===== src/rtl/signed_product_accumulator.sv =====
// signed_product_accumulator
//   Registered consumer for the 4x4 Baugh-Wooley multiplier. Accumulates a
//   run of signed 8-bit products into an ACC_W-bit signed sum. The finished
//   sum is presented on a valid/ready handshake with a term count and a
//   sticky signed-overflow flag.
//
//   Optional feature macro: SIGNED_ACC_SATURATE_EN
//     defined   - overflowing additions clamp to the signed max/min
//     undefined - overflowing additions wrap modulo 2^ACC_W
//
//   Ports
//     clk        in   rising-edge clock
//     rst        in   asynchronous active-high reset
//     prod       in   [7:0] signed product (two's complement)
//     prod_valid in   prod is valid this cycle
//     prod_last  in   prod is the final term of the current sum
//     prod_ready out  block can accept prod this cycle (registered)
//     acc_out    out  [ACC_W-1:0] signed accumulator value
//     acc_valid  out  acc_out holds a completed sum (registered)
//     acc_ready  in   downstream accepts the completed sum
//     term_count out  [CNT_W-1:0] terms in the current sum, saturating
//     ovf        out  sticky signed overflow for the current sum
module signed_product_accumulator #(
    parameter int ACC_W = 16,
    parameter int CNT_W = 4
) (
    input  logic             clk,
    input  logic             rst,
    input  logic [7:0]       prod,
    input  logic             prod_valid,
    input  logic             prod_last,
    output logic             prod_ready,
    output logic [ACC_W-1:0] acc_out,
    output logic             acc_valid,
    input  logic             acc_ready,
    output logic [CNT_W-1:0] term_count,
    output logic             ovf
);

    typedef enum logic {
        ACCUM,
        HOLD
    } state_t;

    state_t state;

    logic [ACC_W-1:0] prod_ext;
    logic [ACC_W-1:0] sum;
    logic [ACC_W-1:0] next_acc;
    logic             add_ovf;
    logic             accept;
    logic             drain;

    assign prod_ext = ACC_W'(signed'(prod));
    assign sum      = acc_out + prod_ext;

    // Overflow only when both operands share a sign and the result flips it.
    assign add_ovf  = (acc_out[ACC_W-1] == prod_ext[ACC_W-1]) &&
                      (sum[ACC_W-1] != acc_out[ACC_W-1]);

`ifdef SIGNED_ACC_SATURATE_EN
    // Negative operands overflow toward the minimum, positive toward the maximum.
    always_comb begin
        next_acc = sum;
        if (add_ovf) begin
            next_acc = acc_out[ACC_W-1] ? {1'b1, {(ACC_W-1){1'b0}}}
                                        : {1'b0, {(ACC_W-1){1'b1}}};
        end
    end
`else
    assign next_acc = sum;
`endif

    assign accept = prod_valid & prod_ready;
    assign drain  = acc_valid & acc_ready;

    always_ff @(posedge clk or posedge rst) begin
        if (rst) begin
            state      <= ACCUM;
            acc_out    <= '0;
            term_count <= '0;
            ovf        <= 1'b0;
            acc_valid  <= 1'b0;
            prod_ready <= 1'b1;
        end else begin
            case (state)
                ACCUM: begin
                    if (accept) begin
                        acc_out <= next_acc;
                        if (term_count != '1) begin
                            term_count <= term_count + CNT_W'(1);
                        end
                        ovf <= ovf | add_ovf;
                        if (prod_last) begin
                            state      <= HOLD;
                            acc_valid  <= 1'b1;
                            prod_ready <= 1'b0;
                        end
                    end
                end
                HOLD: begin
                    if (drain) begin
                        state      <= ACCUM;
                        acc_out    <= '0;
                        term_count <= '0;
                        ovf        <= 1'b0;
                        acc_valid  <= 1'b0;
                        prod_ready <= 1'b1;
                    end
                end
                default: state <= ACCUM;
            endcase
        end
    end

endmodule


===== config.mk =====
export PLATFORM = sky130hd
export DESIGN_NAME = signed_product_accumulator
export DESIGN_NICKNAME = d
export VERILOG_FILES = /design/src/rtl/signed_product_accumulator.sv
export SDC_FILE = /design/constraint.sdc
export NUM_CORES = 1
export LEC_CHECK = 0
export BUFFER_PORTS_ARGS = -buffer_cell sky130_fd_sc_hd__clkbuf_2
export CAP_MARGIN = 20
export CORE_UTILIZATION = 49
export DETAILED_ROUTE_END_ITERATION = 10
export PLACE_DENSITY = 0.87
export SLEW_MARGIN = 20
export SYNTH_ARGS = -nofsm -noshare
export SYNTH_HDL_FRONTEND = slang
export SYNTH_SLANG_ARGS = --single-unit

===== constraint.sdc =====
create_clock -name clk -period 2.49 [get_ports clk]
set_input_delay 0.1245 -clock clk [delete_from_list [all_inputs] [get_ports clk]]
set_output_delay 0.1245 -clock clk [all_outputs]
set_load 0.01 [all_outputs]

After elaboration in Yosys (flattened, before gate mapping). Cells that the tools add are included.

Bits in read-only memories: 0. Memories: 0. Output and inout bits: 23. Bits in latches: 0. RAM bits: 0. Register bits after elaboration: 24.

Multiply operators: 0. Bitwise logic cells: 4. Magnitude comparators: 0. $add $sub $neg: 2. Div/mod/pow operators: 0. Shift-type cells: 0. Multiplexer cells: 21. Equality and inequality tests: 7. Reduce and logical (&&, ||, !) cells: 4.

Operator list (count): 16-bit two-way mux (2); 16-bit one-hot mux with 2 select lines (1); 16-bit adder (1); 4-bit two-way mux (3); 1-bit two-way mux (10); 1-bit one-hot mux with 2 select lines (4); 4-bit one-hot mux with 2 select lines (1); 2-bit inequality test (second input constant) (3); 3-bit AND reduction (2); 4-bit by 1-bit adder with 4-bit output (second input constant) (1); 4-bit inequality test (second input constant) (1); 1-bit AND (2); 2-bit by 1-bit inequality test with 1-bit output (second input constant) (1); 2-bit AND reduction (1); 1-bit == test (1); 1-bit logical AND (1); 1-bit inequality test (1); 1-bit inverter (1); 1-bit OR (1).

Depth between registers and ports, before layout. Gate-level depths: netlist of the first run.

Depth after elaboration: 6. Gate-level depth with buffers: 8. Mapped depth without buffers: 8.

Least setup slack after synthesis of the first run. No wires, ideal clock.

Path type: register -> register. Start: reg acc_out[0]. End: reg acc_out[14]. Cell stages (with the launch flop): 9. Buffers on the path: 0. Data required time: 2.358 ns. Path slack: 0.053 ns. Arrival time: 2.305 ns. Path through: dfrtp_1 > ha_1 > fa_1 > a211o_1 > a2111oi_2 > o31ai_1 > a31oi_1 > xor2_1 > o21ai_1.

Cells in the longest elaborated chain, start to end: 3.

RTL lines: start, declared (line 33) `output logic [ACC_W-1:0] acc_out,`; start signal, assigned (line 89) `acc_out <= next_acc;`; 16-bit adder (line 55) `assign sum = acc_out + prod_ext;`; 16-bit two-way mux (line 88) `if (accept) begin`; 16-bit one-hot mux with 2 select lines (line 86) `case (state)`.

No other way between the ends. The select of a mux whose other input is x is not followed. A chain may end at the register's enable or synchronous reset.

Worst setup path after layout of the first run.
Start: reg acc_out[4]. End: reg acc_out[15].

The elaborated chain is that of the path after synthesis.

==> results_dict.tcl, run 1 <==
set metrics [dict create \
    power_density_nw_per_um2 366 \
    ys_seq_area_share_pct 36.0 \
    final_nets 264 \
    start_util_pct 53.1 \
    cp.arrival_ns 2.66 \
    yosysMostFrequentCell "nand2_1" \
    drt_wl_total_um 3790 \
    synthFlopType "dfrtp_1" \
    synth_cell_type_count 41 \
    netlist_instances 184 \
    multi_input_comb_area_um2 1080 \
    fill_cells 266 \
    preCtsSetupSlack_ns 0.0652 \
    reg2regPathDepth 7 \
    gp_congestion 0.896 \
    die_w_um 60.4 \
    cts_tree "built" \
    clockBufferDepth 2 \
    htree_levels 1 \
    worstMarginPinSlew_ns 0.920 \
    max_slew_margin_pct 38.6 \
    synth_common_cells "nand2_1 (28), dfrtp_1 (23), ha_1 (16), o21ai_1 (16), a21oi_1 (14)" \
    die_h_um 60.4 \
    hold_violations 23 \
    crit_required_ns 2.75 \
    cts.sinks 24 \
    rsz0062_at_grt "no" \
    ant_nets 0 \
    setup_ws_ns 0.0912 \
    finalClockSkew_ns 0.00450 \
    hold_ws_ns -0.0421 \
    hold_class "primary input to asynchronous set/reset pin" \
    ys_async_sr_fraction_pct 100 \
    wl_per_cell_um 13.7 \
    insertion_delay_ns 0.33 \
    dpl.hpwl_um 2840 \
    via_per_inst 5.68 \
    yosys_warnings 0 \
    drt_iter0_markers 55 \
    path_clk_slew_ns 0.15 \
    max_freq_ghz 0.417 \
    grt_start_max_net_pins 25 \
    irDropWorstVdd_mv 0.227 \
    p_leak_nw 1.06 \
    core_um2 3150 \
    setup_violations 0 \
    drive_above_1_share_pct 25.8 \
    synth_fp_nets 214 \
    synth_top_area_share_pct 34.4 \
    yosysTopAreaCell "dfrtp_1" \
    crit_chain "ha_1 -> a2111o_1 -> a21oi_1 -> o22ai_2 -> o21ai_0 -> or4b_1 -> o211ai_1" \
    syn2layout_area_growth_pct 24.2 \
    finalMaxSlewViolations 0 \
    ys_ff_latch 24 \
    vias 1572 \
    grt_pass1_vias 1467 \
    finalSetupTns_ns 0 \
    r2r_slack_ns 0.09 \
    dr.pass1.iters 5 \
    min_period_ns 2.40 \
    grt_usage_pct 23.8 \
    register_area_um2 602 \
    fp-row-count 20 \
    cp-end-kind "flip-flop" \
    dieArea_um2 3650 \
    placed_area_um2 1980 \
    synth_enable_flop_cells 0 \
    critical_path_class "flip-flop to flip-flop" \
    overflow 0 \
    drc 0 \
    synth.area.top_cells "dfrtp_1 (34%), ha_1 (12%), nand2_1 (6.3%)" \
    grt_first_pass_wirelength_um 6560 \
    syn-cell-area_um2 1670 \
    worstPathMaxFanout 5 \
    max_stage_delay_ns 0.44 \
    final_cell_area_um2 2080 \
    io_pins 36 \
    dp_cells 272 \
    final_cells 277 \
    antenna_found_initial 0 \
    min_period_over_period_pct 96.3 \
    io_buffers 35 \
    failed_checks "hold timing" \
    outcome "finished with violations" \
    critPathSlowestCell "or4b_1" \
    cts_root_buf "clkbuf_4" \
    num_antenna_cells 0 \
    cp-start-kind "flip-flop" \
    drv_cap 0 \
    numCtsBuffers 3 \
    synth.avg_cell_area_um2 9.09 \
]
[through the flow]
stage / total power, mW / utilization [%]
after floorplan: 0.440 / -
after global placement: 0.469 / 62.9
after detailed placement: 0.471 / 62.9
after CTS: 0.761 / 64.5
after global routing: 0.793 / 65.9
final: 0.760 / 65.9
[logic make-up after synthesis]
kind of cell             synth area share [%]
multiplexers                            0.673
buffers and inverters                    1.80
adder cells (fa/ha/maj)                  13.2
AO/OA/AOI/OAI                            27.6
XOR/XNOR                                 6.28
flip-flops                               36.0
AND/OR/NAND/NOR                          14.5
[critical path: cells and delay by family (launching register included)]
family	cells	cell delay (ns)
DFF	1	0.43
AOI/OAI and AO/OA	5	1.12
adders and majority gates	1	0.34
and+or+nand+nor	1	0.44
[metal layers]
layer	track usage (%)	routed length, um
met4	6.82	26
met2	42.7	1800
met5	0	0
met1	29.5	1810
met3	3.62	150
[power by group]
part / internal (mW) / switching (mW) / leakage (nW)
clock: 0.163 / 0.132 / 0.0279
combinational: 0.0319 / 0.0435 / 0.701
sequential: 0.390 / 0 / 0.327
total: 0.585 / 0.175 / 1.06
[path summary, 6_finish.rpt]
check                              endpoint  startpoint
worst max-delay path            acc_out[15]  acc_out[4]
worst min-delay path            acc_out[13]         rst
worst max register to register  acc_out[15]  acc_out[4]
worst min register to register   prod_ready  prod_ready
max in group asynchronous       acc_out[12]         rst
min in group clk                 prod_ready   prod_last
[registers in the layout, indices dropped and copies added (netlist names)]
signal	count
acc_valid	1
state	1
acc_out	16
ovf	1
prod_ready	1
term_count	4
[timing repair]
item,4_1_cts,5_1_grt
buffers inserted,0,1
endpoints found under the setup margin,0,3
hold buffers,0,0
resized for setup,0,5
endpoints found under the hold margin,0,0
[layout make-up]
cell class,count,share of cell area (%)
well taps,44,2.65
repair buffers,48,13.1
flip-flops and latches,24,29.0
multi-input cells,152,51.8
clock buffers,3,1.08
inverters,5,0.904
clock inverters,1,1.45
[layout by cell type (no fill, tap or decap), types with 2 or more instances in the layout]
master	Yosys	routed
clkbuf_2	0	35
nand2_1	28	28
dfrtp_1	23	23
o21ai_1	16	16
a21oi_1	14	14
ha_1	16	14
buf_4	0	13
nor2_1	9	9
xnor2_1	8	8
inv_1	5	5
o21ai_0	4	4
a21o_1	4	4
a31oi_1	4	4
xor2_1	4	4
a22o_1	4	4
o21a_1	3	3
and3_1	3	3
nand3_1	3	3
o21bai_1	3	3
o31ai_1	4	3
clkbuf_4	0	3
nand4_1	2	2
a211o_1	2	2
nor3_1	2	2
or4b_1	2	2
(Power assumes the default switching activity.)
==> run 2, diff against run 1 <==
--- a/config.mk
+++ b/config.mk
@@ -6,10 +6,9 @@
 export NUM_CORES = 1
 export LEC_CHECK = 0
 export BUFFER_PORTS_ARGS = -buffer_cell sky130_fd_sc_hd__clkbuf_2
-export CAP_MARGIN = 20
-export CORE_UTILIZATION = 49
+export CORE_UTILIZATION = 58
 export DETAILED_ROUTE_END_ITERATION = 10
-export PLACE_DENSITY = 0.87
+export PLACE_DENSITY = 0.95
 export SLEW_MARGIN = 20
 export SYNTH_ARGS = -nofsm -noshare
 export SYNTH_HDL_FRONTEND = slang
==> constraint.sdc (replaced) <==
create_clock -name clk -period 2.99 [get_ports clk]
set_input_delay 0.1495 -clock clk [delete_from_list [all_inputs] [get_ports clk]]
set_output_delay 0.1495 -clock clk [all_outputs]
set_load 0.01 [all_outputs]
==> run 2 against run 1 <==
  * The run still ends with hold timing left
  * Non-clock buffer count shrank 11
  * Core utilization grew 4.2 points
  * Global-route usage grew 0.35 points
  * Worst hold slack gained 0.033 ns
  * Cell count shrank 8.7%
  * Worst setup slack gained 0.29 ns
  * Sequential share of layout area grew 2.4 points
  * Design area shrank 7.7%
  * Die area shrank 15%
  * Via count shrank 4.8%
  * Largest cell class unchanged
  * Highest routed layer unchanged
==> results_dict.tcl, run 2 (same netlist as run 1, synthesis figures left out) <==
set metrics [dict create \
    p_leak_nw 0.990 \
    power_density_nw_per_um2 277 \
    min_period_ns 2.61 \
    reg.largest.list "acc_out x16, term_count x4" \
    outcome "finished with violations" \
    core_um2 2730 \
    dr.pass1.iters 5 \
    fp-row-count 19 \
    numCtsBuffers 3 \
    final_cell_mix "clkbuf_2 (35), nand2_1 (28), dfrtp_1 (23)" \
    syn2layout_area_growth_pct 14.6 \
    final_common_cell "clkbuf_2" \
    irDropWorstVdd_mv 0.241 \
    fin_util_pct 70.1 \
    die_h_um 55.7 \
    num_antenna_cells 0 \
    post_cts_buffers 0 \
    start_util_pct 61.2 \
    hold_violations 22 \
    gp_congestion 0.864 \
    clockBufferDepth 2 \
    insertion_delay_ns 0.32 \
    post_cts_resized 0 \
    crit_chain "ha_1 -> fa_1 -> a211o_1 -> a2111oi_2 -> o31ai_1 -> a31oi_1 -> xor2_1 -> o21ai_1" \
    final_nets 253 \
    ctsHoldBuffers 0 \
    via_per_inst 5.92 \
    top_register "acc_out" \
    drive_above_1_share_pct 19.8 \
    drt_iter0_markers 59 \
    setup_violations 0 \
    htree_levels 1 \
    grt_usage_pct 24.1 \
    cp-end-kind "flip-flop" \
    dpl.hpwl_um 2730 \
    die_w_um 55.7 \
    worstPathMaxFanout 3 \
    finalSetupTns_ns 0 \
    io_buffers 35 \
    rsz0062_at_grt "no" \
    grt_first_pass_wirelength_um 6070 \
    vias 1497 \
    max_slew_margin_pct 38.9 \
    wl_per_cell_um 14.3 \
    worstMarginPinSlew_ns 0.915 \
    crit_required_ns 3.18 \
    finalMaxSlewViolations 0 \
    cp.arrival_ns 2.80 \
    grt_pass1_vias 1417 \
    max_freq_ghz 0.383 \
    largest_reg_flops 16 \
    ant_nets 0 \
    cts_root_buf "clkbuf_4" \
    cp-start-kind "flip-flop" \
    hold_class "primary input to asynchronous set/reset pin" \
    finalClockSkew_ns 0.00678 \
    failed_checks "hold timing" \
    io_pins 36 \
    min_period_over_period_pct 87.4 \
    drc 0 \
    grt_start_max_net_pins 25 \
    drv_cap 0 \
    critPathSlowestCell "a2111oi_2" \
    dieArea_um2 3100 \
    path_clk_slew_ns 0.13 \
    drt_wl_total_um 3610 \
    critical_path_class "flip-flop to flip-flop" \
    overflow 0 \
    r2r_slack_ns 0.38 \
    antenna_found_initial 0 \
    max_stage_delay_ns 0.44 \
    cts.sinks 24 \
    cts_tree "built" \
    hold_ws_ns -0.00927 \
]
## run 2: stage by stage
stage	total power, mW	cell area [um2]	worst slack (ns)	cells
floorplan	0.366	1670	0.553	184
global placement	0.384	1890	0.489	249
detailed placement	0.385	1890	0.421	249
CTS	0.536	1920	0.387	253
global route	0.556	1920	0.241	253
finish	0.531	1920	0.378	253
## run 2: worst max-delay path: cells and delay by family (launching register included)
kind | cells | cell delay (ns)
fa+ha+maj | 2 | 0.66
compound gates | 5 | 1.24
xor+xnor | 1 | 0.16
flops | 1 | 0.42
## run 2: metal layers
metal | vias up | global-route usage [%] | routed length, um
met4 | 0 | 6.43 | 13
met3 | 2 | 3.26 | 125
li1 | 766 | - | -
met2 | 35 | 39.2 | 1760
met1 | 694 | 33.9 | 1710
met5 | - | 0 | 0
## run 2: area by class of cell
type / instances / area [um2]
fillers: 228 / 817
flip-flops and latches: 24 / 602
well taps: 31 / 38.8
clock buffers: 4 / 26.3
repair buffers: 37 / 190
multi-input cells: 152 / 1040
inverters: 5 / 18.8
## run 2: report_power, final
| group | leakage, nW | switching, mW | internal (mW) |
|---|---|---|---|
| sequential | 0.327 | 0 | 0.325 |
| combinational | 0.648 | 0.0343 | 0.0211 |
| clock | 0.0150 | 0.0988 | 0.0522 |
## run 2: worst paths after layout
kind                                  from       endpoint  cells past startpoint
worst max-delay path            acc_out[0]    acc_out[14]                      8
worst min-delay path                   rst  term_count[2]                      2
worst max register to register  acc_out[0]    acc_out[14]                      8
worst min register to register  prod_ready     prod_ready                      2
max in group asynchronous              rst    acc_out[11]                      2
min in group clk                 prod_last     prod_ready                      4
==> run 3, diff against run 2 <==
--- a/config.mk
+++ b/config.mk
@@ -9,6 +9,7 @@
 export CORE_UTILIZATION = 58
 export DETAILED_ROUTE_END_ITERATION = 10
 export PLACE_DENSITY = 0.95
+export RECOVER_POWER = 100
 export SLEW_MARGIN = 20
 export SYNTH_ARGS = -nofsm -noshare
 export SYNTH_HDL_FRONTEND = slang
==> run 3 against run 2 <==
  * The run still ends with hold timing left
  * Register-to-register slack worse by 0.03 ns
  * Core utilization down 1.5 points
  * Design area down 2.2%
  * Clock power about the same
  * Via count up 0.67%
  * Global-route usage unchanged
  * Clock-buffer cell count unchanged
  * Worst hold slack worse by 0.0011 ns
  * Sequential share of layout area up 0.69 points
  * Worst setup slack worse by 0.025 ns
  * Largest power group unchanged
  * Wire length up 0.50%
  * Non-clock buffer count unchanged
  * Critical path type unchanged
  * Critical endpoint unchanged
==> results_dict.tcl, run 3 (same netlist as run 1, synthesis figures left out) <==
set metrics [dict create \
    outcome "finished with violations" \
    failed_checks "hold timing" \
    overflow 0 \
    grt_first_pass_wirelength_um 6070 \
    antenna_found_initial 0 \
    finalMaxSlewViolations 0 \
    power_density_nw_per_um2 283 \
    finalSetupTns_ns 0 \
    reg.largest.list "acc_out x16, term_count x4" \
    reg2regPathDepth 8 \
    gp_congestion 0.864 \
    hold_violations 13 \
    critical_path_class "flip-flop to flip-flop" \
    hold_class "primary input to asynchronous set/reset pin" \
    num_antenna_cells 0 \
    cts_root_buf "clkbuf_4" \
    top_layer "met4" \
    max_slew_margin_pct 38.9 \
    wl_met1_um 1690 \
    final_common_cell "nand2_1" \
    drt_iter0_markers 75 \
    syn2layout_area_growth_pct 12.1 \
    io_pins 36 \
    drive_above_1_share_pct 8.11 \
    io_buffers 35 \
    largest_reg_flops 16 \
    dpl.hpwl_um 2730 \
    irDropWorstVdd_mv 0.242 \
    drv_cap 0 \
    fp-row-count 19 \
    path_clk_slew_ns 0.14 \
    rsz0062_at_grt "no" \
    drt_wl_total_um 3630 \
    cts_tree "built" \
    p_leak_nw 0.908 \
    dieArea_um2 3100 \
    cp-end-kind "flip-flop" \
    vias 1507 \
    cts.sinks 24 \
    clockBufferDepth 2 \
    worstMarginPinSlew_ns 0.916 \
    placed_area_um2 1890 \
    power_mw 0.531 \
    finalClockSkew_ns 0.00908 \
    drc 0 \
    crit_chain "ha_1 -> fa_1 -> a211o_1 -> a2111oi_2 -> o31ai_1 -> a31oi_1 -> xor2_1 -> o21ai_0" \
    dp_cells 249 \
    final_cell_mix "nand2_1 (28), clkbuf_1 (25), dfrtp_1 (23)" \
    die_w_um 55.7 \
    hold_ws_ns -0.0104 \
    min_period_over_period_pct 88.2 \
    ctsHoldBuffers 0 \
    crit_required_ns 3.16 \
    dr_wl_met3_um 143 \
    grt_start_max_net_pins 25 \
    start_util_pct 61.2 \
    final_nets 253 \
    worstPathMaxFanout 3 \
    grt_usage_pct 24.1 \
    top_register "acc_out" \
    critPathSlowestCell "a2111oi_2" \
    core_um2 2730 \
    die_h_um 55.7 \
    grt_pass1_vias 1417 \
    final_cells 253 \
    max_stage_delay_ns 0.44 \
    min_period_ns 2.64 \
    htree_levels 1 \
    cp.arrival_ns 2.81 \
    setup_ws_ns 0.353 \
    post_cts_buffers 0 \
    preCtsSetupSlack_ns 0.421 \
    ant_nets 0 \
    fin_util_pct 68.6 \
    final_cell_area_um2 1880 \
    cp-start-kind "flip-flop" \
    insertion_delay_ns 0.32 \
    via_per_inst 5.96 \
    wl_met2_um 1770 \
    numCtsBuffers 3 \
    post_cts_resized 0 \
    dr.pass1.iters 4 \
    wl_per_cell_um 14.3 \
    setup_violations 0 \
    max_freq_ghz 0.379 \
]
## run 3: cell types whose count changed in the layout (fill, tap and decap cells not counted), sizes merged
| cell | change |
|---|---|
| buf | -2 |
| clkbuf | +2 |
## run 3: layer usage
metal | GRT usage (%) | up-vias
met5 | 0 | -
met4 | 6.43 | 0
met3 | 3.26 | 4
met2 | 39.2 | 37
met1 | 33.9 | 698
li1 | - | 768
## run 3: critical path: cells and delay by family (launching register included)
kind            cells  cell delay, ns
compound gates      5            1.25
xor+xnor            1            0.15
flops               1            0.42
fa+ha+maj           2            0.66
## run 3: final cells by class
type	count	area, um2
flip-flops and latches	24	602
clock buffers	4	26.3
repair buffers	37	155
multi-input cells	152	1030
fillers	243	858
well taps	31	38.8
inverters	5	18.8
## run 3: path summary, 6_finish.rpt
| check | start | endpoint | slack [ns] |
|---|---|---|---|
| hold reg to reg | ovf | ovf | 0.51 |
| hold / removal | rst | term_count[2] | -0.01 |
| setup / recovery | acc_out[0] | acc_out[14] | 0.35 |
| max in group asynchronous | rst | acc_out[11] | 2.44 |
| min in group clk | acc_ready | prod_ready | 0.10 |
| setup reg to reg | acc_out[0] | acc_out[14] | 0.35 |
## run 3: where the power goes
| group | internal (mW) | switching [mW] | total, mW |
|---|---|---|---|
| Clock | 0.0521 | 0.0993 | 0.151 |
| Sequential | 0.325 | 0 | 0.325 |
| Combinational | 0.0210 | 0.0338 | 0.0549 |
